File: src/rtl/alu_pkg.sv
// Shared opcode and FSM state definitions for the registered ALU.
// The low four opcodes match the legacy 4-bit ALU mode encoding.
package alu_pkg;

    localparam logic [2:0] OP_ADD = 3'd0;
    localparam logic [2:0] OP_SUB = 3'd1;
    localparam logic [2:0] OP_AND = 3'd2;
    localparam logic [2:0] OP_OR  = 3'd3;
    localparam logic [2:0] OP_XOR = 3'd4;
    localparam logic [2:0] OP_SHL = 3'd5;
    localparam logic [2:0] OP_SHR = 3'd6;
    localparam logic [2:0] OP_MUL = 3'd7;

    typedef enum logic [1:0] {
        IDLE = 2'd0,
        MUL  = 2'd1,
        DONE = 2'd2
    } state_t;

endpackage

File: src/rtl/alu_mul_iter.sv
// Iterative shift-add multiplier: one partial product per cycle over W cycles.
// product is the accumulator value after the current iteration, so the owner can capture it when done is high.
module alu_mul_iter #(
    parameter int W = 4
) (
    input  logic             clk,
    input  logic             rst,
    input  logic             start,
    input  logic [W-1:0]     a,
    input  logic [W-1:0]     b,
    output logic             busy,
    output logic             done,
    output logic [2*W-1:0]   product
);

    localparam int CW = $clog2(W) + 1;

    logic [CW-1:0]  cnt;
    logic [2*W-1:0] acc;
    logic [2*W-1:0] mcand;
    logic [W-1:0]   mplier;
    logic           busy_q;

    assign busy    = busy_q;
    assign done    = busy_q && (cnt == CW'(W - 1));
    assign product = acc + (mplier[0] ? mcand : '0);

    always_ff @(posedge clk) begin
        if (rst) begin
            cnt    <= '0;
            acc    <= '0;
            mcand  <= '0;
            mplier <= '0;
            busy_q <= 1'b0;
        end else if (start) begin
            cnt    <= '0;
            acc    <= '0;
            mcand  <= {{W{1'b0}}, a};
            mplier <= b;
            busy_q <= 1'b1;
        end else if (busy_q) begin
            acc    <= product;
            mcand  <= mcand << 1;
            mplier <= mplier >> 1;
            cnt    <= cnt + CW'(1);
            if (done) begin
                busy_q <= 1'b0;
            end
        end
    end

endmodule

File: src/rtl/alu_seq.sv
// Registered W-bit ALU with valid/ready handshakes on both sides.
// Single-cycle ops register their result on the accept edge; mul runs W cycles in alu_mul_iter.
module alu_seq
    import alu_pkg::*;
#(
    parameter int W = 4
) (
    input  logic         clk,
    input  logic         rst,
    input  logic         in_valid,
    output logic         in_ready,
    input  logic [2:0]   op,
    input  logic [W-1:0] a,
    input  logic [W-1:0] b,
    output logic         out_valid,
    input  logic         out_ready,
    output logic [W-1:0] c,
    output logic         co,
    output logic         zero
);

    state_t         state_q, state_d;
    logic [W-1:0]   alu_c, wr_c;
    logic           alu_co, wr_co, wr_en;
    logic [W:0]     sum;
    logic [2*W-1:0] shl_ext, shr_ext, product;
    logic           big_shift, mul_start, mul_busy, mul_done;

    assign in_ready  = (state_q == IDLE);
    assign out_valid = (state_q == DONE);
    assign mul_start = (state_q == IDLE) && in_valid && (op == OP_MUL);

    alu_mul_iter #(.W(W)) u_mul (
        .clk     (clk),
        .rst     (rst),
        .start   (mul_start),
        .a       (a),
        .b       (b),
        .busy    (mul_busy),
        .done    (mul_done),
        .product (product)
    );

    // Shifts use a double-width window so the bits pushed out land in the other half for co.
    always_comb begin
        alu_c     = '0;
        alu_co    = 1'b0;
        sum       = '0;
        big_shift = (b >= W'(W));
        shl_ext   = {{W{1'b0}}, a} << b;
        shr_ext   = {a, {W{1'b0}}} >> b;
        case (op)
            OP_ADD: begin
                sum    = {1'b0, a} + {1'b0, b};
                alu_c  = sum[W-1:0];
                alu_co = sum[W];
            end
            OP_SUB: begin
                sum    = {1'b0, a} + {1'b0, ~b} + {{W{1'b0}}, 1'b1};
                alu_c  = sum[W-1:0];
                alu_co = sum[W];
            end
            OP_AND: alu_c = a & b;
            OP_OR:  alu_c = a | b;
            OP_XOR: alu_c = a ^ b;
            OP_SHL: begin
                alu_c  = big_shift ? '0 : shl_ext[W-1:0];
                alu_co = big_shift ? |a : |shl_ext[2*W-1:W];
            end
            OP_SHR: begin
                alu_c  = big_shift ? '0 : shr_ext[2*W-1:W];
                alu_co = big_shift ? |a : |shr_ext[W-1:0];
            end
            default: ;
        endcase
    end

    always_comb begin
        state_d = state_q;
        wr_en   = 1'b0;
        wr_c    = '0;
        wr_co   = 1'b0;
        case (state_q)
            IDLE: begin
                if (in_valid) begin
                    if (op == OP_MUL) begin
                        state_d = MUL;
                    end else begin
                        state_d = DONE;
                        wr_en   = 1'b1;
                        wr_c    = alu_c;
                        wr_co   = alu_co;
                    end
                end
            end
            MUL: begin
                if (mul_busy && mul_done) begin
                    state_d = DONE;
                    wr_en   = 1'b1;
                    wr_c    = product[W-1:0];
                    wr_co   = |product[2*W-1:W];
                end
            end
            DONE: begin
                if (out_ready) begin
                    state_d = IDLE;
                end
            end
            default: state_d = IDLE;
        endcase
    end

    always_ff @(posedge clk) begin
        if (rst) begin
            state_q <= IDLE;
            c       <= '0;
            co      <= 1'b0;
            zero    <= 1'b1;
        end else begin
            state_q <= state_d;
            if (wr_en) begin
                c    <= wr_c;
                co   <= wr_co;
                zero <= (wr_c == '0);
            end
        end
    end

endmodule
File: config.mk
export PLATFORM = sky130hd
export DESIGN_NAME = alu_seq
export DESIGN_NICKNAME = d
export VERILOG_FILES = /design/src/rtl/alu_pkg.sv /design/src/rtl/alu_mul_iter.sv /design/src/rtl/alu_seq.sv
export SDC_FILE = /design/constraint.sdc
export NUM_CORES = 1
export LEC_CHECK = 0
export ABC_AREA = 0
export CAP_MARGIN = 20
export CORE_MARGIN = 1
export CORE_UTILIZATION = 46
export CTS_CLUSTER_DIAMETER = 100
export DETAILED_ROUTE_END_ITERATION = 8
export GPL_TIMING_DRIVEN = 0
export PLACE_DENSITY = 0.66
export SYNTH_ARGS = -nofsm -noshare
export SYNTH_HDL_FRONTEND = slang
export SYNTH_SLANG_ARGS = --single-unit
File: constraint.sdc
create_clock -name clk -period 5.9 [get_ports clk]
set_input_delay 1.475 -clock clk [delete_from_list [all_inputs] [get_ports clk]]
set_output_delay 1.475 -clock clk [all_outputs]
set_load 0.005 [all_outputs]
; Word-level counts from Yosys, hierarchy flattened
; Cells that the tools add are included.
[totals]
ff_bits = 32
in_bits = 15
output_inout_bits = 8
elab_cells = 80
[classes]
addsub = 5
n_lt_le_gt_ge = 1
n_eq_ne = 13
n_shift = 2
muxes = 31
bitwise = 4
n_reduce_logical = 14
[op_table]
columns = cell, n
row1 = 4-bit 2-to-1 mux, 9
row2 = 4-bit case mux with 7 select lines, 1
row3 = 4-bit OR reduction, 4
row4 = 3-bit == test (second input constant), 4
row5 = 1-bit 2-to-1 mux, 11
row6 = 4-bit by 4-bit adder with 5-bit output, 2
row7 = 3-bit by 2-bit == test with 1-bit output (second input constant), 3
row8 = 8-bit adder, 1
row9 = 2-bit 2-to-1 mux, 4
row10 = 8-bit 2-to-1 mux, 1
row11 = 4-bit case mux with 2 select lines, 1
row12 = 4-bit by 4-bit left shift with 8-bit output, 1
row13 = 8-bit by 4-bit right shift with 8-bit output, 1
row14 = 2-bit case mux with 3 select lines, 1
row15 = 5-bit by 1-bit adder with 5-bit output (second input constant), 1
row16 = 4-bit bitwise AND, 1
row17 = 4-bit by 3-bit >= comparator with 1-bit output (second input constant), 1
row18 = 1-bit logical AND, 4
row19 = 4-bit logical NOT, 1
row20 = 2-bit inequality test (second input constant), 2
row21 = 4-bit inverter, 1
row22 = 4-bit OR, 1
row23 = 1-bit case mux with 2 select lines, 2
row24 = 1-bit case mux with 4 select lines, 1
row25 = other kinds (11), 11

; Logic depth before layout (Yosys ltp)
; Gate-level depths: netlist (run 1).
[depth]
word_depth = 8
depth_mapped = 10
mapped_depth_nobuf = 10

; Hierarchy
; From an unflattened synthesis (run 1), not the netlist that was laid out.
[unflattened]
cells_unflattened = 325
area_unflattened_um2 = 2662.6
[by_module_without_submodules]
columns = module, instances, cells_each, area_per_inst_um2, seq_area_each_um2
row1 = alu_mul_iter, 1, 162, 1401.3, 480.5
row2 = alu_seq, 1, 163, 1261.2, 160.2

; Worst setup path after synthesis (run 1)
; OpenSTA, ideal clock, no wires.
[synth_timing]
path_kind = input to register
start = input b[1]
end = register zero
setup_time_ps = 84
arrival_ps = 3160
required_ps = 5816
path_slack_ps = 2656
stages = 9
n_path_buf = 1
cell_sequence = buf_2 > inv_1 > fa_1 > or2_0 > a31oi_1 > o22ai_1 > a221oi_2 > nand2_1 > o31ai_2
[synth_between]
elab_chain_cells = 8
elab_cells_between_ends = 17
classes_between = add/sub: 3 / order compare: 1 / shift: 2 / mux: 6 / bitwise: 4 / reduce/logical: 1
[synth_lines]
columns = item, line
row1 = "start, declared", alu_seq.sv:14  ; input logic [W-1:0] b,
row2 = 4-bit inverter, alu_seq.sv:59  ; sum = {1'b0, a} + {1'b0, ~b} + {{W{1'b0}}, 1'b1};
row3 = 4-bit by 4-bit adder with 5-bit output, alu_seq.sv:59
row4 = 5-bit by 1-bit adder with 5-bit output, alu_seq.sv:59
row5 = 4-bit case mux with 7 select lines (*), alu_seq.sv:52  ; case (op)
row6 = 4-bit 2-to-1 mux (*), alu_seq.sv:86  ; if (op == OP_MUL) begin
row7 = 4-bit 2-to-1 mux (*), alu_seq.sv:85  ; if (in_valid) begin
row8 = 4-bit case mux with 2 select lines (*), alu_seq.sv:83  ; case (state_q)
row9 = 4-bit logical NOT (*), alu_seq.sv:124  ; zero <= (wr_c == '0);
row10 = "end signal, assigned", alu_seq.sv:124
row11 = "end, declared", alu_seq.sv:19  ; output logic zero
; Mark *: on every way between the ends. The rest lies on a longest branch, timed or not.
; A chain may end at the register's enable or synchronous reset.

; Worst setup path after layout (run 1)
[layout_timing]
start = input a[0]
end = register co
[layout_between]
elab_chain_cells = 7
elab_cells_between_ends = 14
classes_between = add/sub: 3 / shift: 2 / mux: 6 / reduce/logical: 3
[layout_lines]
columns = item, line
row1 = "start, declared", alu_seq.sv:13  ; input logic [W-1:0] a,
row2 = branches (longest 3 deep; another with 4-bit by 4-bit adder with 5-bit output), --
row3 = 1-bit case mux with 4 select lines (*), alu_seq.sv:52
row4 = 1-bit 2-to-1 mux (*), alu_seq.sv:86
row5 = 1-bit 2-to-1 mux (*), alu_seq.sv:85
row6 = 1-bit case mux with 2 select lines (*), alu_seq.sv:83
row7 = "end signal, assigned", alu_seq.sv:123  ; co <= wr_co;
row8 = "end, declared", alu_seq.sv:18  ; output logic co,
; Every way passes the cells marked *.

==> results of run 1 <==
[state kept, by name, summed over array words and instances, names as in the netlist]
register / flops
u_mul.mplier: 4
state_q: 2
u_mul.cnt: 3
u_mul.acc: 8
co: 1
u_mul.busy: 1
zero: 1
u_mul.mcand: 8
c: 4
[Yosys cell counts (all sizes together), types with 5 or more instances]
cell type / count
a211oi: 15
a21oi: 28
and2: 9
buf: 16
dfxtp: 32
ha: 23
inv: 19
mux2i: 18
nand2: 14
nand2b: 8
nand3: 6
nand3b: 5
nor2: 34
nor3: 5
o211ai: 5
o21ai: 9
[power by group through the flow]
| stage | Clock, mW | Sequential [mW] | Combinational [mW] |
|---|---|---|---|
| after global placement | 0 | 0.233 | 0.116 |
| after detailed placement | 0 | 0.234 | 0.117 |
| after floorplan | 0 | 0.233 | 0.0789 |
| after global routing | 0.190 | 0.230 | 0.130 |
| after CTS | 0.179 | 0.229 | 0.118 |
| final | 0.175 | 0.229 | 0.118 |
[worst reg2reg max path, stage by stage, from the launching register on]
cell and delay, ns:
dfxtp_1 0.40, and2_1 0.20, ha_1 0.22, fa_1 0.42
nand3_1 0.13, and3b_1 0.22, a21oi_1 0.05, o311ai_1 0.26
a31oi_1 0.16, o21a_1 0.18
[cell families (layout without fill, tap and decap cells)]
| logic type | Yosys count | after routing | share of synthesized area (%) |
|---|---|---|---|
| buffers and inverters | 39 | 65 | 7.94 |
| and+or+nand+nor | 103 | 103 | 21.8 |
| xor gates and xnor gates | 6 | 6 | 2.01 |
| AOI/OAI and AO/OA | 89 | 89 | 23.6 |
| adders and majority gates | 26 | 26 | 13.3 |
| DFF | 32 | 32 | 24.5 |
| muxes | 18 | 18 | 6.89 |
[cell usage in the layout (no fill, tap or decap), drive strengths merged, types with 9 or more instances in the layout]
cell and count:
nand2 14, dfxtp 32, and2 9, mux2i 18
nor2 34, inv 19, buf 16, clkbuf 9
clkdlybuf4s50 18, a21oi 28, a211oi 15, o21ai 9
ha 23
[per-stage QoR]
| step | setup slack, ns | util [%] | area, µm² | cells |
|---|---|---|---|---|
| after global placement | 1.74 | 52.4 | 2890 | 403 |
| after floorplan | 2.66 | - | 2620 | 313 |
| after detailed placement | 1.72 | 52.4 | 2890 | 403 |
| final | 1.99 | 54.1 | 2980 | 411 |
| after CTS | 2.02 | 54.1 | 2980 | 411 |
| after global routing | 1.84 | 54.1 | 2980 | 411 |
[final timing paths]
path                              to  cells past startpoint            start  slack, ns
worst max-delay path              co                     11             a[0]       1.99
worst min-delay path            c[1]                      2             c[1]       0.46
worst max register to register    co                      9  u_mul.mplier[0]       3.55
worst min register to register  c[1]                      2             c[1]       0.46
[final cells by class]
type,count,area (µm²),area share [%]
Clock inverter,3,23.8,0.798
Inverter,19,71.3,2.39
Clock buffer,5,68.8,2.31
Buffer,20,136,4.58
Multi-Input combinational cell,242,1770,59.3
Tap cell,72,90.1,3.03
Timing Repair Buffer,18,180,6.05
Sequential cell,32,641,21.5
[layer usage]
layer	GRT usage (%)	up-vias	share of wire [%]	wire, µm
met5	0	-	0	0
met4	6.23	0	1.0	61
met1	30.7	1077	50	3030
met3	3.88	6	4.5	270
li1	-	1173	-	-
met2	33.5	51	44	2660
==> metrics.md, run 1 <==
| Metric | Value |
|---|---|
| Vias | 2,307 |
| Synth cell types | 62 |
| Worst skew pair latency | 0.29 ns |
| Pin count of the biggest net entering global routing | 13 |
| Vias/cell | 5.61 |
| I/O pin count | 23 |
| Net Sw Frac | 30.7% |
| Hpwl dp | 4590 µm |
| Root Buffer | clkbuf_8 |
| Maximum vdd drop | 87.2 µV |
| Ys async rst share | 0% |
| Final Wtd Congestion | 0.831 |
| DRC errors left | 0 |
| Post-synth EDFFs | 0 |
| Crit end category | flip-flop |
| # diodes | 0 |
| Num CTS Buffers | 5 |
| WL final | 6020 µm |
| Layout cells sized above 1 | 10.9% |
| Mapped Cells | 313 |
| RSZ-0062 raised after global routing | false |
| #FFs+latches synth | 32 |
| Crit path required time | 6.08 ns |
| Main synth FF type | dfxtp_1 |
| CP arrival | 4.10 ns |
| Total power | 0.522 mW |
| Power per cell area | 175 nW/µm² |
| First-pass GRT wire length | 10,300 µm |
| Least-Margin Pin Slew | 0.593 ns |
| DIE HEIGHT | 77.4 µm |
| Post-synth top area cell | dfxtp_1 |
| TritonCTS clock tree | done |
| Worst Path Buf+Inv | 3 |
| Post-CTS Setup Repair Bufs | 0 |
| Critical-path top delay cell | clkdlybuf4s50_1 |
| DR pass1 iterations | 4 |
| Initial antenna violation count | 0 |
| FP Rows | 27 |
| Die ar. | 5990 µm² |
| Core ar. | 5510 µm² |
| Area share of the largest cell type after synthesis | 24.5% |
| DRT antenna net count | 0 |
| Chip width | 77.4 µm |
| Fmax | 255 MHz |
| CP max FO | 7 |
| Netlist area before placement | 2620 µm² |
| Crit path max-delay family | compound AO/OA/AOI/OAI gates |
| Final worst-path cycle share | 66.3% |
| YS warnings | 0 |
| Final TNS setup | 0 ns |
| Final-report max-slew violation count | 0 |
| Final hold slack | 0.463 ns |
| Clk_skew | 0.00936 ns |
| Power share of the clock group | 33.5% |
| Combinational share of power | 22.6% |
| Starting Density | 47.5% |
| GRT Util Overall | 21.7% |
| CP Class | input pin to flip-flop |
| Status | complete, no violations |
| Syn avg cell area | 8.35 µm² |
| Clock slew at reported path FFs | 0.07 ns |
| Gr ovfl total | 0 |
| Psw | 0.160 mW |
| Port Buffers | 18 |
| Crit-path max cell delay | 0.55 ns |
| Pint | 0.361 mW |
| Main area contributors after synthesis | dfxtp_1 (24%), ha_1 (11%), mux2i_1 (6.9%), a21oi_1 (5.2%), nor2_1 (4.9%) |
| Initial DRC count | 186 |
| WL per Instance | 14.7 µm |
| Vias in the first global route | 2,154 |
| CTS Hold Bufs | 0 |
| Post-synthesis sequential area ratio | 24.5% |
| CP startpoint kind | input pin |
| CTS sink cnt | 32 |
| H-tree levels | 2 |
| Max-capacitance violation count | 0 |
| Final Hold Viols | 0 |
| Syn Nets | 354 |
| Worst Hold Class | flip-flop to flip-flop |
| Clock Tree Buf Depth | 2 |
| P&R area growth vs syn | 13.9% |
| Final Setup Violations | 0 |
| Leakage | 1.22 nW |
| Slew margin rel. | 60.5% |
| Period minus WS final | 3.91 ns |
| Nets | 379 |
| Flop pwr share | 43.8% |
| Sequence of cells on the critical path | clkdlybuf4s50_1, inv_1, ha_1, inv_1, fa_1, nor3b_1, a211oi_1, o32ai_1, a211oi_1, o22ai_1, o21a_1 |
| Fillers | 507 |
| PostCTS Resize Cnt | 0 |
Power figures use the tool's default switching activity.
==> inputs of run 2 (changes only) <==
--- a/config.mk
+++ b/config.mk
@@ -12,7 +12,7 @@
 export CTS_CLUSTER_DIAMETER = 100
 export DETAILED_ROUTE_END_ITERATION = 8
 export GPL_TIMING_DRIVEN = 0
-export PLACE_DENSITY = 0.66
+export PLACE_DENSITY = 0.68
 export SYNTH_ARGS = -nofsm -noshare
 export SYNTH_HDL_FRONTEND = slang
 export SYNTH_SLANG_ARGS = --single-unit
==> constraint.sdc (replaced) <==
create_clock -name clk -period 3.2 [get_ports clk]
set_input_delay 0.8 -clock clk [delete_from_list [all_inputs] [get_ports clk]]
set_output_delay 0.8 -clock clk [all_outputs]
set_load 0.005 [all_outputs]
==> metrics.md, run 2 (same netlist as run 1, synthesis figures left out) <==
| Metric | Value |
|---|---|
| Status | complete, no violations |
| I/O pin count | 23 |
| Critical-path top delay cell | clkdlybuf4s50_1 |
| P&R area growth vs syn | 14.5% |
| Maximum vdd drop | 168 µV |
| Worst Path Buf+Inv | 3 |
| Nets | 381 |
| Root Buffer | clkbuf_8 |
| Fmax | 324 MHz |
| Port Buffers | 18 |
| Clock slew at reported path FFs | 0.06 ns |
| Final Setup Violations | 0 |
| WL per Instance | 15.3 µm |
| Leakage | 1.24 nW |
| Clock Tree Buf Depth | 2 |
| Power per cell area | 313 nW/µm² |
| Least-Margin Pin Slew | 0.585 ns |
| Vias | 2,338 |
| Final hold slack | 0.455 ns |
| # diodes | 0 |
| Final Hold Viols | 0 |
| Clk_skew | 0.00352 ns |
| Gr ovfl total | 0 |
| CP startpoint kind | input pin |
| RSZ-0062 raised after global routing | false |
| Hpwl dp | 4810 µm |
| Vias in the first global route | 2,230 |
| CTS sink cnt | 32 |
| Initial DRC count | 161 |
| H-tree levels | 2 |
| Worst Hold Class | flip-flop to flip-flop |
| Chip width | 77.4 µm |
| Final worst-path cycle share | 96.5% |
| Commonest non-fill, non-tap cell in the layout | nor2_1 |
| Layout cells sized above 1 | 12.1% |
| Utilization after layout | 54.4% |
| Max-capacitance violation count | 0 |
| Die ar. | 5990 µm² |
| Core ar. | 5510 µm² |
| Num CTS Buffers | 5 |
| TritonCTS clock tree | done |
| CP max FO | 10 |
| Commonest non-fill, non-tap cells in the layout | nor2_1 (34), dfxtp_1 (32), a21oi_1 (27) |
| DRT antenna net count | 0 |
| Starting Density | 47.5% |
| Biggest regs | u_mul.acc x8, u_mul.mcand x8 |
| Final-report max-slew violation count | 0 |
| Worst skew pair latency | 0.28 ns |
| Initial antenna violation count | 0 |
| Crit-path max cell delay | 0.49 ns |
| Final Wtd Congestion | 0.869 |
| Sequence of cells on the critical path | clkdlybuf4s50_1, clkbuf_4, clkinvlp_4, fa_2, nor3b_1, a211oi_1, o32ai_1, a211oi_2, o22ai_1, o21a_1 |
| DIE HEIGHT | 77.4 µm |
| Slew margin rel. | 61.0% |
| Layout Cells excl Fill | 412 |
| CP arrival | 3.26 ns |
| Pin count of the biggest net entering global routing | 11 |
| DRC errors left | 0 |
| WL final | 6300 µm |
| Vias/cell | 5.67 |
| Crit end category | flip-flop |
| Placed insts | 403 |
| Crit path required time | 3.37 ns |
| Period minus WS final | 3.09 ns |
| Crit path max-delay family | compound AO/OA/AOI/OAI gates |
| FP Rows | 27 |
| CP Class | input pin to flip-flop |
| GRT Util Overall | 22.0% |
| First-pass GRT wire length | 10,700 µm |
| DR pass1 iterations | 5 |
[run 2: worst paths after layout]
| check | start | endpoint | slack, ns | cells past startpoint |
|---|---|---|---|---|
| min reg2reg | c[3] | c[3] | 0.46 | 2 |
| min | c[3] | c[3] | 0.46 | 2 |
| max | b[1] | co | 0.11 | 10 |
| max reg2reg | u_mul.mplier[0] | co | 0.95 | 9 |
[run 2: area by class of cell]
type	instances	area (µm²)
plain buffers	20	140
fillers	536	2510
well taps	72	90.1
inverters	19	75.1
multi-input cells	242	1770
flip-flops and latches	32	641
repair buffers	20	198
clock inverters	1	5.00
clock buffers	6	72.6
[run 2: repair_timing]
item / 4_1_cts / 5_1_grt
pin swaps: 0 / 0
hold buffers: 0 / 0
resized for setup: 1 / 6
setup buffers: 0 / 2
endpoints found under the setup margin: 1 / 4
[run 2: metrics by stage]
stage          setup TNS, ns  area, µm²  total power, mW  worst slack (ns)
6_report                   0       3000            0.937             0.112
5_1_grt                    0       3000            0.979            0.0186
4_1_cts                    0       2970            0.937            0.0128
3_5_place_dp           -1.19       2890            0.650            -0.361
3_3_place_gp           -1.03       2890            0.646            -0.349
2_1_floorplan              0       2620            0.575             0.631
[run 2: routing by layer]
layer | GRT usage, % | part of all wire (%) | vias up
met5 | 0 | 0 | -
met4 | 6.79 | 2.2 | 0
met3 | 1.76 | 2.1 | 9
met2 | 37.7 | 48 | 39
met1 | 29.2 | 48 | 1109
li1 | - | - | 1181
[run 2: worst reg2reg max path, cell delays in order, from the launching register on]
cell	delay, ns
dfxtp_1	0.38
and2_1	0.19
ha_1	0.21
fa_1	0.42
nand3_1	0.12
and3b_1	0.21
a21oi_1	0.05
o311ai_1	0.24
a31oi_1	0.14
o21a_1	0.19
[run 2: report_power, final]
group / leakage [nW] / switching (mW) / total [mW] / internal [mW]
Sequential: 0.260 / 0.00978 / 0.422 / 0.412
Combinational: 0.937 / 0.122 / 0.225 / 0.103
Clock: 0.0410 / 0.142 / 0.289 / 0.148
Total: 1.24 / 0.273 / 0.937 / 0.663
